### src/rtl/fft_frame_ctrl_if.sv
// Streaming bundle around fft_frame_ctrl: the sample input, the first-stage drive
// and the en/cnt pair returned by the last pipeline stage.
interface fft_frame_ctrl_if #(
  parameter int width = 16,
  parameter int N     = 9
);
  logic                    s_valid;
  logic                    s_ready;
  logic signed [width-1:0] s_re;
  logic signed [width-1:0] s_im;

  logic                    pipe_en;
  logic [N-1:0]            pipe_cnt;
  logic signed [width-1:0] pipe_re;
  logic signed [width-1:0] pipe_im;

  logic                    ret_en;
  logic [N-1:0]            ret_cnt;

  modport slave (
    input  s_valid, s_re, s_im, ret_en, ret_cnt,
    output s_ready, pipe_en, pipe_cnt, pipe_re, pipe_im
  );

  modport master (
    output s_valid, s_re, s_im, ret_en, ret_cnt,
    input  s_ready, pipe_en, pipe_cnt, pipe_re, pipe_im
  );
endinterface

### src/rtl/fft_frame_ctrl.sv
// Frame controller for a streaming FFT: loads 2^N samples per frame into the first stage and
// tracks frames in flight. Optional frame_cnt output is enabled by FFT_FRAME_CTRL_FRAME_CNT_EN.
module fft_frame_ctrl #(
  parameter int width = 16,
  parameter int N     = 9,
  parameter int CONT  = 0
) (
  input  logic            clk,
  input  logic            areset,
  input  logic            start,
  fft_frame_ctrl_if.slave bus,
  output logic            busy,
  output logic            frame_done,
  output logic            underrun
`ifdef FFT_FRAME_CTRL_FRAME_CNT_EN
  ,
  output logic [15:0]     frame_cnt
`endif
);

  typedef enum logic [1:0] {
    ST_IDLE  = 2'd0,
    ST_LOAD  = 2'd1,
    ST_DRAIN = 2'd2
  } state_t;

  localparam logic [N-1:0]     CNT_MAX   = {N{1'b1}};
  localparam logic [N-1:0]     CNT_ZERO  = {N{1'b0}};
  localparam logic [N-1:0]     CNT_ONE   = {{(N-1){1'b0}}, 1'b1};
  localparam logic [width-1:0] SAMP_ZERO = {width{1'b0}};
  localparam logic [3:0]       OUTST_MAX = 4'd15;
  localparam logic             CONT_ON   = (CONT != 32'sd0);

  // Saturating up/down update of the frames-in-flight counter.
  function automatic logic [3:0] outst_update(input logic [3:0] cur,
                                              input logic       inc,
                                              input logic       dec);
    logic [3:0] res;
    case ({inc, dec})
      2'b10:   res = (cur == OUTST_MAX) ? cur : cur + 4'd1;
      2'b01:   res = (cur == 4'd0) ? cur : cur - 4'd1;
      default: res = cur;
    endcase
    return res;
  endfunction

  state_t                  state_r;
  state_t                  state_nxt_s;
  logic [N-1:0]            load_cnt_r;
  logic [3:0]              outst_cnt_r;
  logic [3:0]              outst_nxt_s;
  logic                    go_s;
  logic                    last_load_s;
  logic                    done_evt_s;
  logic                    underrun_nxt_s;
  logic                    pipe_en_nxt_s;
  logic [N-1:0]            pipe_cnt_nxt_s;
  logic signed [width-1:0] pipe_re_nxt_s;
  logic signed [width-1:0] pipe_im_nxt_s;

  logic                    s_ready_r;
  logic                    pipe_en_r;
  logic [N-1:0]            pipe_cnt_r;
  logic signed [width-1:0] pipe_re_r;
  logic signed [width-1:0] pipe_im_r;
  logic                    busy_r;
  logic                    frame_done_r;
  logic                    underrun_r;

  assign go_s        = start | CONT_ON;
  assign last_load_s = (state_r == ST_LOAD) && (load_cnt_r == CNT_MAX);
  assign done_evt_s  = bus.ret_en && (bus.ret_cnt == CNT_MAX);
  // The counter moves on the same edge that raises frame_done, so busy drops one cycle later.
  assign outst_nxt_s = outst_update(outst_cnt_r, last_load_s, done_evt_s);

  // Next-state logic for the IDLE/LOAD/DRAIN sequencer.
  always_comb begin
    state_nxt_s = state_r;
    case (state_r)
      ST_IDLE: begin
        if (go_s) begin
          state_nxt_s = ST_LOAD;
        end else begin
          state_nxt_s = ST_IDLE;
        end
      end
      ST_LOAD: begin
        if (last_load_s && !go_s) begin
          state_nxt_s = ST_DRAIN;
        end else begin
          state_nxt_s = ST_LOAD;
        end
      end
      ST_DRAIN: begin
        if ((outst_cnt_r == 4'd0) && !last_load_s) begin
          state_nxt_s = ST_IDLE;
        end else begin
          state_nxt_s = ST_DRAIN;
        end
      end
      default: state_nxt_s = ST_IDLE;
    endcase
  end

  // First-stage drive: a missing sample becomes a zero so the frame keeps its length.
  always_comb begin
    pipe_en_nxt_s  = 1'b0;
    pipe_cnt_nxt_s = CNT_ZERO;
    pipe_re_nxt_s  = SAMP_ZERO;
    pipe_im_nxt_s  = SAMP_ZERO;
    if (state_r == ST_LOAD) begin
      pipe_en_nxt_s  = 1'b1;
      pipe_cnt_nxt_s = load_cnt_r;
      if (bus.s_valid) begin
        pipe_re_nxt_s = bus.s_re;
        pipe_im_nxt_s = bus.s_im;
      end else begin
        pipe_re_nxt_s = SAMP_ZERO;
        pipe_im_nxt_s = SAMP_ZERO;
      end
    end else begin
      pipe_en_nxt_s  = 1'b0;
      pipe_cnt_nxt_s = CNT_ZERO;
    end
  end

  // Underrun is sticky across back-to-back frames and cleared only by a fresh start from IDLE.
  always_comb begin
    underrun_nxt_s = underrun_r;
    if ((state_r == ST_IDLE) && (state_nxt_s == ST_LOAD)) begin
      underrun_nxt_s = 1'b0;
    end else if ((state_r == ST_LOAD) && !bus.s_valid) begin
      underrun_nxt_s = 1'b1;
    end else begin
      underrun_nxt_s = underrun_r;
    end
  end

  // State, load counter and frames-in-flight registers.
  always_ff @(posedge clk or negedge areset) begin
    if (!areset) begin
      state_r     <= ST_IDLE;
      load_cnt_r  <= CNT_ZERO;
      outst_cnt_r <= 4'd0;
    end else begin
      state_r     <= state_nxt_s;
      outst_cnt_r <= outst_nxt_s;
      if (state_r == ST_LOAD) begin
        load_cnt_r <= load_cnt_r + CNT_ONE;
      end else begin
        load_cnt_r <= CNT_ZERO;
      end
    end
  end

  // Registered outputs, derived from next-cycle values so they line up with the state.
  always_ff @(posedge clk or negedge areset) begin
    if (!areset) begin
      s_ready_r    <= 1'b0;
      pipe_en_r    <= 1'b0;
      pipe_cnt_r   <= CNT_ZERO;
      pipe_re_r    <= SAMP_ZERO;
      pipe_im_r    <= SAMP_ZERO;
      busy_r       <= 1'b0;
      frame_done_r <= 1'b0;
      underrun_r   <= 1'b0;
    end else begin
      s_ready_r    <= (state_nxt_s == ST_LOAD);
      pipe_en_r    <= pipe_en_nxt_s;
      pipe_cnt_r   <= pipe_cnt_nxt_s;
      pipe_re_r    <= pipe_re_nxt_s;
      pipe_im_r    <= pipe_im_nxt_s;
      busy_r       <= (state_nxt_s != ST_IDLE) || (outst_nxt_s != 4'd0);
      frame_done_r <= done_evt_s;
      underrun_r   <= underrun_nxt_s;
    end
  end

  assign bus.s_ready  = s_ready_r;
  assign bus.pipe_en  = pipe_en_r;
  assign bus.pipe_cnt = pipe_cnt_r;
  assign bus.pipe_re  = pipe_re_r;
  assign bus.pipe_im  = pipe_im_r;
  assign busy         = busy_r;
  assign frame_done   = frame_done_r;
  assign underrun     = underrun_r;

`ifdef FFT_FRAME_CTRL_FRAME_CNT_EN
  logic [15:0] frame_cnt_r;

  // Completed-frame counter, wrapping at 16 bits.
  always_ff @(posedge clk or negedge areset) begin
    if (!areset) begin
      frame_cnt_r <= 16'd0;
    end else if (done_evt_s) begin
      frame_cnt_r <= frame_cnt_r + 16'd1;
    end else begin
      frame_cnt_r <= frame_cnt_r;
    end
  end

  assign frame_cnt = frame_cnt_r;
`endif

endmodule

### src/flat_wrapper.sv
// flat-port wrapper written by rule: the top's interface ports become plain ports
module fft_frame_ctrl_flat 
#(
  parameter int width = 16,
  parameter int N     = 9,
  parameter int CONT  = 0
)
  (clk, areset, start, busy, frame_done, underrun, bus_s_valid, bus_s_re, bus_s_im, bus_ret_en, bus_ret_cnt, bus_s_ready, bus_pipe_en, bus_pipe_cnt, bus_pipe_re, bus_pipe_im);
  fft_frame_ctrl_if #(.width(width), .N(N)) bus_i ();
  input  logic clk;
  input  logic areset;
  input  logic start;
  output logic busy;
  output logic frame_done;
  output logic underrun;
  input wire logic [$bits(bus_i.s_valid)-1:0] bus_s_valid;
  input wire logic [$bits(bus_i.s_re)-1:0] bus_s_re;
  input wire logic [$bits(bus_i.s_im)-1:0] bus_s_im;
  input wire logic [$bits(bus_i.ret_en)-1:0] bus_ret_en;
  input wire logic [$bits(bus_i.ret_cnt)-1:0] bus_ret_cnt;
  output wire logic [$bits(bus_i.s_ready)-1:0] bus_s_ready;
  output wire logic [$bits(bus_i.pipe_en)-1:0] bus_pipe_en;
  output wire logic [$bits(bus_i.pipe_cnt)-1:0] bus_pipe_cnt;
  output wire logic [$bits(bus_i.pipe_re)-1:0] bus_pipe_re;
  output wire logic [$bits(bus_i.pipe_im)-1:0] bus_pipe_im;
  assign bus_i.s_valid = bus_s_valid;
  assign bus_i.s_re = bus_s_re;
  assign bus_i.s_im = bus_s_im;
  assign bus_i.ret_en = bus_ret_en;
  assign bus_i.ret_cnt = bus_ret_cnt;
  assign bus_s_ready = bus_i.s_ready;
  assign bus_pipe_en = bus_i.pipe_en;
  assign bus_pipe_cnt = bus_i.pipe_cnt;
  assign bus_pipe_re = bus_i.pipe_re;
  assign bus_pipe_im = bus_i.pipe_im;
  fft_frame_ctrl #(.width(width), .N(N), .CONT(CONT)) u_core (.clk(clk), .areset(areset), .start(start), .bus(bus_i), .busy(busy), .frame_done(frame_done), .underrun(underrun));
endmodule
### config.mk
export PLATFORM = sky130hd
export DESIGN_NAME = fft_frame_ctrl_flat
export DESIGN_NICKNAME = d
export VERILOG_FILES = /design/src/rtl/fft_frame_ctrl_if.sv /design/src/rtl/fft_frame_ctrl.sv /design/src/flat_wrapper.sv
export SDC_FILE = /design/constraint.sdc
export NUM_CORES = 1
export LEC_CHECK = 0
export ABC_AREA = 1
export CAP_MARGIN = 20
export CORE_ASPECT_RATIO = 2
export CORE_UTILIZATION = 44
export CTS_CLUSTER_DIAMETER = 50
export DETAILED_ROUTE_END_ITERATION = 16
export PLACE_DENSITY = 0.8
export SLEW_MARGIN = 20
export SYNTH_ARGS = -nofsm -noshare
export SYNTH_HDL_FRONTEND = slang
export SYNTH_SLANG_ARGS = --single-unit
### constraint.sdc
create_clock -name clk -period 2.55 [get_ports clk]
set_clock_uncertainty 0.2 [all_clocks]
set_input_delay 0.255 -clock clk [delete_from_list [all_inputs] [get_ports clk]]
set_output_delay 0.255 -clock clk [all_outputs]
set_load 0.01 [all_outputs]
==> results.txt, run 1 <==
The number of warning messages in the yosys log came out at 0. Once detailed placement completed, the half-perimeter wirelength came to a little under 4000 um. The areal power density over the cells is ~710 nW/um^2.

The number of clock buffers inserted by TritonCTS came out at 9. Walking the worst path, the cells encountered are ha_2 -> nand2_2 -> inv_2 -> nand2_4 -> nor3_4 -> nand2_1 -> nor2_1 -> ha_2 -> nand2_2 -> inv_2 -> ha_4 -> inv_4 -> nand3_4 -> nand2_2 -> nand2_2 -> nor2_2 -> nand3_1. The cell family contributing the most delay on the critical path is simple AND/OR/NAND/NOR gates. The wire length after detailed routing is roughly 5700 um. At the worst endpoint, the arrival time is between 2000 and 2500 ps. Total power for the finished layout comes to roughly 2700 uW. The number of global-route vias before repair came out at ~2100. The first-pass GRT wire length is 9040 um. The maximum clock path buffer count is 2. The clock reaches the later pin of the worst-skew pair after around 340 ps.

The number of diodes is 0. The path class of the lowest-slack min-delay path is primary input to register. The slew at the pin closest to its max-slew limit is about 730 ps. The initial detailed-routing violation count is between 50 and 60. The count of endpoints failing hold in the final timing report is 0.

The tree is rooted in a sky130_fd_sc_hd__clkbuf_8. In the synthesized netlist, the cells that appear most often are sky130_fd_sc_hd__nand2_1, sky130_fd_sc_hd__dfrtp_1, sky130_fd_sc_hd__nor2_1. The final setup violation count came out at 0. The area used by multi-input combinational logic came out at approximately 820 sq um. The slowest stage of the critical path is the sky130_fd_sc_hd__dfrtp_1 cell. The maximum number of pins on one net before global-route repair is between 60 and 70.

The total congestion overflow came out at 0. By instance count, the cell type seen most on the critical path is sky130_fd_sc_hd__nand2_2. The floorplan core area came out at roughly 5400 sq um. The cell area after technology mapping came out at approximately 2500 sq um.

The number of library cell types mapped by synthesis is 22. The area share of the largest cell type after synthesis came out at 62.1%. In this design, the stage delay of the slowest critical-path cell is roughly 350 ps.

From bottom edge to top edge, the die measures between 100 and 150 um. The number of antenna violations at the first check in global routing came out at 0. The critical-path maximum fanout came out at 3. The number of standard-cell rows in the floorplan is 38. The highest attainable clock frequency is between 400 and 500 MHz. The highest ir drop seen on vdd is about 0.63 mV. The post-synthesis net count came out at 321. The layout overhead on the synthesized area is 54.1%. At the end of routability-driven placement, the weighted congestion stood at about 0.9. The worst setup path is captured at a register. The sequential cell area came out at between 1500 and 2000 sq um. In this run the cell area measured after placement is between 3000 and 4000 sq um. For this run, the leading register cell type out of synthesis is sky130_fd_sc_hd__dfrtp_1. The required time at the worst-slack endpoint is 2570 ps. The number of nets in the layout is roughly 430.

In the post-synthesis netlist, the biggest area contributors are sky130_fd_sc_hd__dfrtp_1, sky130_fd_sc_hd__nand2_1, sky130_fd_sc_hd__nor2_1. Counting tap cells, the placed design contains a total of between 400 and 500 instances. Before antenna repair, the detailed router went through 4 iterations. The number of levels the H-tree was split into came out at 3. The fraction of registers with async set or reset after synthesis is 100%. For this block, the via count after detailed routing is about 2100.

For this design, the sink count on the clock tree is 61. TritonCTS built the clock tree. After detailed routing, the number of remaining DRC violations is 0. The worst setup margin is between 100 and 150 ps. The flow ran to the end, and the final reports show no timing, DRC or antenna violations. For this run, the register share of the synthesized area comes to 62.1%. The post-synthesis sequential element count came out at 61. Measured against its own limit, the worst slew margin works out to 51.3%.

The layout filler cell count is a little over 400. The final routed wire length divided by cell count came out at 12.8 um. The number of top-level design ports is ~90. The horizontal die dimension came out at around 55 um.

The count of antenna-violating nets left after detailed routing is 0. The area of all placed cells without fillers is ~3800 sq um. The ratio of routed vias to standard cells came out at 4.82.

The floorplan step defined a die boundary enclosing between 5000 and 6000 sq um. Yosys instantiated no cell more often than sky130_fd_sc_hd__nand2_1. At the placement stage, the worst setup path has a slack of -58.1 ps. The final critical path takes up between 90% and 100% of the cycle. The CTS clock-pin slew for the worst setup and hold paths came out at about 70 ps.

The count of flip-flops with a built-in enable after synthesis came out at 0. The final core utilization is 69.9%. The max-slew violation total from the final report is 0. The count of buffers from port buffering is just over 90. The worst setup path is launched from a register. The final critical path time including I/O delays and setup came out at 2430 ps. Once the floorplan was initialized, standard cells occupied between 40 and 50% of the core. The post-synthesis instance total came out at roughly 270. The average cell area after synthesis is between 9 and 10 sq um.

The number of buffer and inverter stages on the critical path came out at 3. The number of standard cells in the layout, taps in and fillers out came out at roughly 440. The critical path is of the register to register type. sky130_fd_sc_hd__dfrtp_1 takes more of the synthesized area than any other cell. Cells with a size suffix above 1 make up between 10% and 20% of the layout. The standby leakage power is 0.00183 uW.

The max-capacitance violation count is 0. The overall global routing resource usage is approximately 22%.
==> layout by cell type, fill, tap and decap left out, types with 2 or more instances in the layout <==
cell type	Yosys	final
sky130_fd_sc_hd__a21oi_1	6	6
sky130_fd_sc_hd__buf_4	4	15
sky130_fd_sc_hd__bufinv_16	0	2
sky130_fd_sc_hd__clkbuf_8	0	11
sky130_fd_sc_hd__clkdlybuf4s50_1	0	90
sky130_fd_sc_hd__clkinv_2	0	2
sky130_fd_sc_hd__dfrtp_1	61	61
sky130_fd_sc_hd__ha_1	6	2
sky130_fd_sc_hd__ha_2	0	3
sky130_fd_sc_hd__inv_1	26	24
sky130_fd_sc_hd__inv_2	3	4
sky130_fd_sc_hd__nand2_1	66	60
sky130_fd_sc_hd__nand2_2	3	8
sky130_fd_sc_hd__nand3_1	15	14
sky130_fd_sc_hd__nand4_1	3	3
sky130_fd_sc_hd__nor2_1	55	54
sky130_fd_sc_hd__nor2_2	1	2
sky130_fd_sc_hd__nor3_1	3	3
sky130_fd_sc_hd__o21ai_0	5	5
sky130_fd_sc_hd__o21ai_1	2	2
==> routing by layer <==
layer / track usage, % / part of all wire (%)
met5: 0 / 0
met4: 13.9 / 3.5
met3: 7.34 / 6.2
met2: 36.5 / 55
met1: 21.9 / 35
==> timing repair <==
item                                   in CTS  in global routing
hold buffers                                1                  0
setup endpoints to repair                   1                  4
endpoints found under the hold margin      61                  0
resized for setup                           3                 15
buffers inserted                            3                  7
pin swaps                                   1                 12
==> where the power goes <==
group,internal [uW],total [uW],switching [uW]
Combinational,307,565,258
Clock,600,946,346
Sequential,1110,1180,71.3
Total,2010,2690,675
==> registers in the layout, summed over array words and instances (netlist names) <==
register,count
u_core.frame_done,1
u_core.state_r,2
u_core.load_cnt_r,9
u_core.bus.pipe_en,1
u_core.busy,1
u_core.bus.pipe_im,16
u_core.bus.pipe_re,16
u_core.underrun,1
u_core.bus.s_ready,1
u_core.outst_cnt_r,4
u_core.bus.pipe_cnt,9
==> area by class of cell <==
cell class	instances	area share, %
Inverter	29	2.94
Tap cell	60	1.98
Multi-Input combinational cell	169	21.7
Clock inverter	4	1.85
Timing Repair Buffer	107	27.1
Sequential cell	61	40.3
Clock buffer	12	4.09
==> path summary, 6_finish.rpt <==
| check | cells past startpoint | end | from | slack, ps |
|---|---|---|---|---|
| worst min-delay path | 3 | u_core.bus.pipe_im[1] | bus_s_im[1] | 250 |
| worst max register to register | 17 | u_core.busy | u_core.load_cnt_r[1] | 120 |
| min in group asynchronous | 3 | u_core.bus.pipe_im[14] | areset | 420 |
| worst min register to register | 1 | u_core.bus.pipe_en | u_core.state_r[1] | 290 |
| max in group asynchronous | 3 | u_core.bus.pipe_im[2] | areset | 1240 |
| worst max-delay path | 17 | u_core.busy | u_core.load_cnt_r[1] | 120 |
==> kinds of logic after synthesis <==
| kind of cell | share of synthesized area [%] |
|---|---|
| simple gates | 25.3 |
| compound gates | 2.64 |
| fa+ha+maj | 3.05 |
| buf+inv | 6.92 |
| flops | 62.1 |
==> worst register-to-register path, stage by stage, from the launching register on <==
cell and delay [ps]:
sky130_fd_sc_hd__dfrtp_1 350, sky130_fd_sc_hd__ha_2 190, sky130_fd_sc_hd__nand2_2 50, sky130_fd_sc_hd__inv_2 70, sky130_fd_sc_hd__nand2_4 60, sky130_fd_sc_hd__nor3_4 150, sky130_fd_sc_hd__nand2_1 80, sky130_fd_sc_hd__nor2_1 110
sky130_fd_sc_hd__ha_2 200, sky130_fd_sc_hd__nand2_2 80, sky130_fd_sc_hd__inv_2 90, sky130_fd_sc_hd__ha_4 210, sky130_fd_sc_hd__inv_4 70, sky130_fd_sc_hd__nand3_4 70, sky130_fd_sc_hd__nand2_2 70, sky130_fd_sc_hd__nand2_2 60
sky130_fd_sc_hd__nor2_2 110, sky130_fd_sc_hd__nand3_1 90
==> per-stage QoR <==
step	TNS, ps	hold WS (ps)
floorplan	0	-241
global placement	0	245
detailed placement	-58.1	253
CTS	0	227
global route	-49.2	229
finish	0	246
No activity file was read; power rests on OpenSTA's default activity.
==> run 2, diff against run 1 <==
--- a/config.mk
+++ b/config.mk
@@ -9,6 +9,7 @@
 export CAP_MARGIN = 20
 export CORE_ASPECT_RATIO = 2
 export CORE_UTILIZATION = 44
+export CTS_BUF_LIST = sky130_fd_sc_hd__clkbuf_16
 export CTS_CLUSTER_DIAMETER = 50
 export DETAILED_ROUTE_END_ITERATION = 16
 export PLACE_DENSITY = 0.8
==> run 2 against run 1 <==
Net effect:
- non-clock buffer count decreased by 4
- flip-flop and latch count unchanged
- maximum frequency increased by 0.94%
- sequential power about the same
- via count increased by 0.19%
- wire length increased by 3.3%
- hold slack improved by 16 ps
- sequential share of layout area decreased by 0.26 points
- first-iteration DRC count decreased by 7.3%
==> results.txt, run 2 (same netlist as run 1, synthesis figures left out) <==
Result of the run: completed (unchanged). The highest ir drop seen on vdd was 0.819 mV (was 0.631 mV). The leading cell type in the layout, fill and taps excluded is sky130_fd_sc_hd__clkdlybuf4s50_1 (unchanged). The standby leakage power is 0.00184 uW (was 0.00183 uW). The number of global-route vias before repair was 2090 (was 2133). The highest attainable clock frequency is 415 MHz (was 411 MHz). The CTS clock-pin slew for the worst setup and hold paths came to 50 ps (was 70 ps). The height of the die is 108 um (unchanged). The via count came out at 2136 (was 2132). The final critical path time including I/O delays and setup is 2410 ps (was 2430 ps). The ratio of routed vias to standard cells came out at 4.88 (was 4.82).

The count of antenna-violating nets left after detailed routing is 0 (unchanged). The number of nets in the layout came to 425 (was 429). The total congestion overflow was 0 (unchanged).

The total design power was 2970 uW (was 2690 uW). The arrival time reported for the critical path endpoint came out at 2410 ps (was 2450 ps). The DRC violations left is 0 (unchanged). The clock tree from TritonCTS was built (unchanged).

The master of the slowest instance on the critical path is sky130_fd_sc_hd__dfrtp_1 (unchanged). The slew at the pin closest to its max-slew limit came out at 737 ps (was 731 ps). The maximum number of pins on one net before global-route repair came out at 62 (unchanged). The first-pass GRT wire length came out at 9160 um (was 9040 um). The number of levels the H-tree was split into is 3 (unchanged). The number of standard-cell rows in the floorplan came out at 38 (unchanged). The overall global routing resource usage came out at 22.4% (was 22.0%). Most used cells in the layout excluding fill and tap cells: sky130_fd_sc_hd__clkdlybuf4s50_1, sky130_fd_sc_hd__nand2_1, sky130_fd_sc_hd__dfrtp_1 (was sky130_fd_sc_hd__clkdlybuf4s50_1, sky130_fd_sc_hd__dfrtp_1, sky130_fd_sc_hd__nand2_1). The count of buffers from port buffering came out at 91 (unchanged). The final core utilization is 70.4% (was 69.9%). The effective utilization at floorplan came out at 45.4% (unchanged). The critical path class is register to register (unchanged). The initial detailed-routing violation count came out at 51 (was 55). The startpoint type of the worst setup path is a register (unchanged).

The maximum single-stage delay on the critical path came out at 360 ps (was 350 ps). CP cell instances: ha_2 -> nand2_1 -> inv_2 -> nand2_2 -> nor3_2 -> nand2_1 -> nor2_1 -> ha_2 -> nand2_2 -> inv_2 -> ha_4 -> inv_2 -> nand3_2 -> nand2_1 -> nand2_2 -> nor2_2 -> nand3_1 (was ha_2 -> nand2_2 -> inv_2 -> nand2_4 -> nor3_4 -> nand2_1 -> nor2_1 -> ha_2 -> nand2_2 -> inv_2 -> ha_4 -> inv_4 -> nand3_4 -> nand2_2 -> nand2_2 -> nor2_2 -> nand3_1). The number of antenna violations at the first check in global routing is 0 (unchanged). The part of the cycle the worst path needs came to 94.4% (was 95.3%). The final routed wire length divided by cell count is 13.4 um (was 12.8 um).

The number of top-level design ports came to 92 (unchanged). The layout overhead on the synthesized area came out at 55.1% (was 54.1%). The max-slew violation total from the final report is 0 (unchanged). The category of the worst setup path capture point was a register (unchanged). The floorplan die area is 5910 sq um (unchanged). The clock insertion delay at the later pin of the skew report is 320 ps (was 340 ps). The fraction of layout instances using a drive strength above 1 is 12.2% (was 14.1%). The floorplan core area is 5420 sq um (unchanged). The final HPWL from detailed placement was 3870 um (unchanged). The critical-path maximum fanout is 4 (was 3). The clock root buffer was sky130_fd_sc_hd__clkbuf_16 (was sky130_fd_sc_hd__clkbuf_8). The maximum clock path buffer count came out at 2 (unchanged). The count of endpoints failing hold in the final timing report was 0 (unchanged).

The total clock sinks is 61 (unchanged). The number of diodes was 0 (unchanged). The path class of the lowest-slack min-delay path is primary input to register (unchanged). The horizontal die dimension is 54.9 um (unchanged).

The number of clock buffers inserted by TritonCTS is 9 (unchanged). The areal power density over the cells came out at 778 nW/um^2 (was 710 nW/um^2). The final setup violation count came out at 0 (unchanged).

The max-capacitance violation count is 0 (unchanged). The wire length after detailed routing came to 5860 um (was 5670 um). The worst-case headroom to the max-slew limit came to 50.9% (was 51.3%). The number of iterations in the first detailed-routing pass came to 4 (unchanged). The final RePlAce weighted congestion was 0.904 (unchanged). The required time at the worst-slack endpoint is 2560 ps (was 2570 ps).
==> run 2: worst max-delay path: cells and delay by family, from the launching register on <==
| kind | cells | cell delay [ps] |
|---|---|---|
| flops | 1 | 360 |
| simple gates | 11 | 940 |
| fa+ha+maj | 3 | 590 |
| buf+inv | 3 | 200 |
==> run 2: layout make-up <==
class	count	area, sq um
well taps	60	75.1
clock buffers	9	225
fillers	416	1600
inverters	29	109
repair buffers	103	998
multi-input cells	169	801
clock inverters	7	81.3
flip-flops and latches	61	1530
==> run 2: where the power goes <==
part           internal [uW]  switching [uW]
Clock                    839             392
Sequential              1110            69.4
Combinational            305             255
==> run 2: metal layers <==
metal  wire (um)  share of wire, %  track usage [%]  vias up
met5           0                 0                0        -
met4         206               3.5             13.2        0
met3         354               6.0             7.06       16
met2        3260                56             37.2       98
met1        2040                35             23.1      994
li1            -                 -                -     1028
==> run 2: metrics by stage <==
| stage | setup TNS, ps | hold slack, ps | instances | setup WS (ps) | instance area, sq um |
|---|---|---|---|---|---|
| 2_1_floorplan | 0 | -241 | 269 | 185 | 2460 |
| 3_3_place_gp | 0 | 245 | 415 | 91.7 | 3420 |
| 3_5_place_dp | -58.1 | 253 | 415 | -58.1 | 3420 |
| 4_1_cts | 0 | 250 | 434 | 31.1 | 3760 |
| 5_1_grt | -10.1 | 255 | 438 | -10.1 | 3820 |
| 6_report | 0 | 263 | 438 | 142 | 3820 |
==> run 2: what timing repair did <==
| action | CTS | global route |
|---|---|---|
| pin swaps | 1 | 7 |
| hold endpoints to repair | 61 | 0 |
| gates resized for setup | 3 | 9 |
| gates cloned | 0 | 0 |
| hold buffers | 1 | 0 |
| setup endpoints to repair | 1 | 4 |
| buffers inserted | 2 | 4 |
==> run 2: final timing paths <==
path | slack [ps] | start | endpoint | depth (start not counted)
max | 140 | u_core.load_cnt_r[1] | u_core.busy | 17
min | 260 | bus_s_re[15] | u_core.bus.pipe_re[15] | 3
max reg2reg | 140 | u_core.load_cnt_r[1] | u_core.busy | 17
min reg2reg | 300 | u_core.state_r[1] | u_core.bus.pipe_en | 1
max in group asynchronous | 1220 | areset | u_core.bus.pipe_re[11] | 3
min in group asynchronous | 430 | areset | u_core.bus.pipe_cnt[1] | 3
==> run 3, diff against run 2 <==
--- a/config.mk
+++ b/config.mk
@@ -13,6 +13,7 @@
 export CTS_CLUSTER_DIAMETER = 50
 export DETAILED_ROUTE_END_ITERATION = 16
 export PLACE_DENSITY = 0.8
+export RECOVER_POWER = 25
 export SLEW_MARGIN = 20
 export SYNTH_ARGS = -nofsm -noshare
 export SYNTH_HDL_FRONTEND = slang
==> results of run 3 <==
Final layout, timing and power as in run 2 (identical DEF).
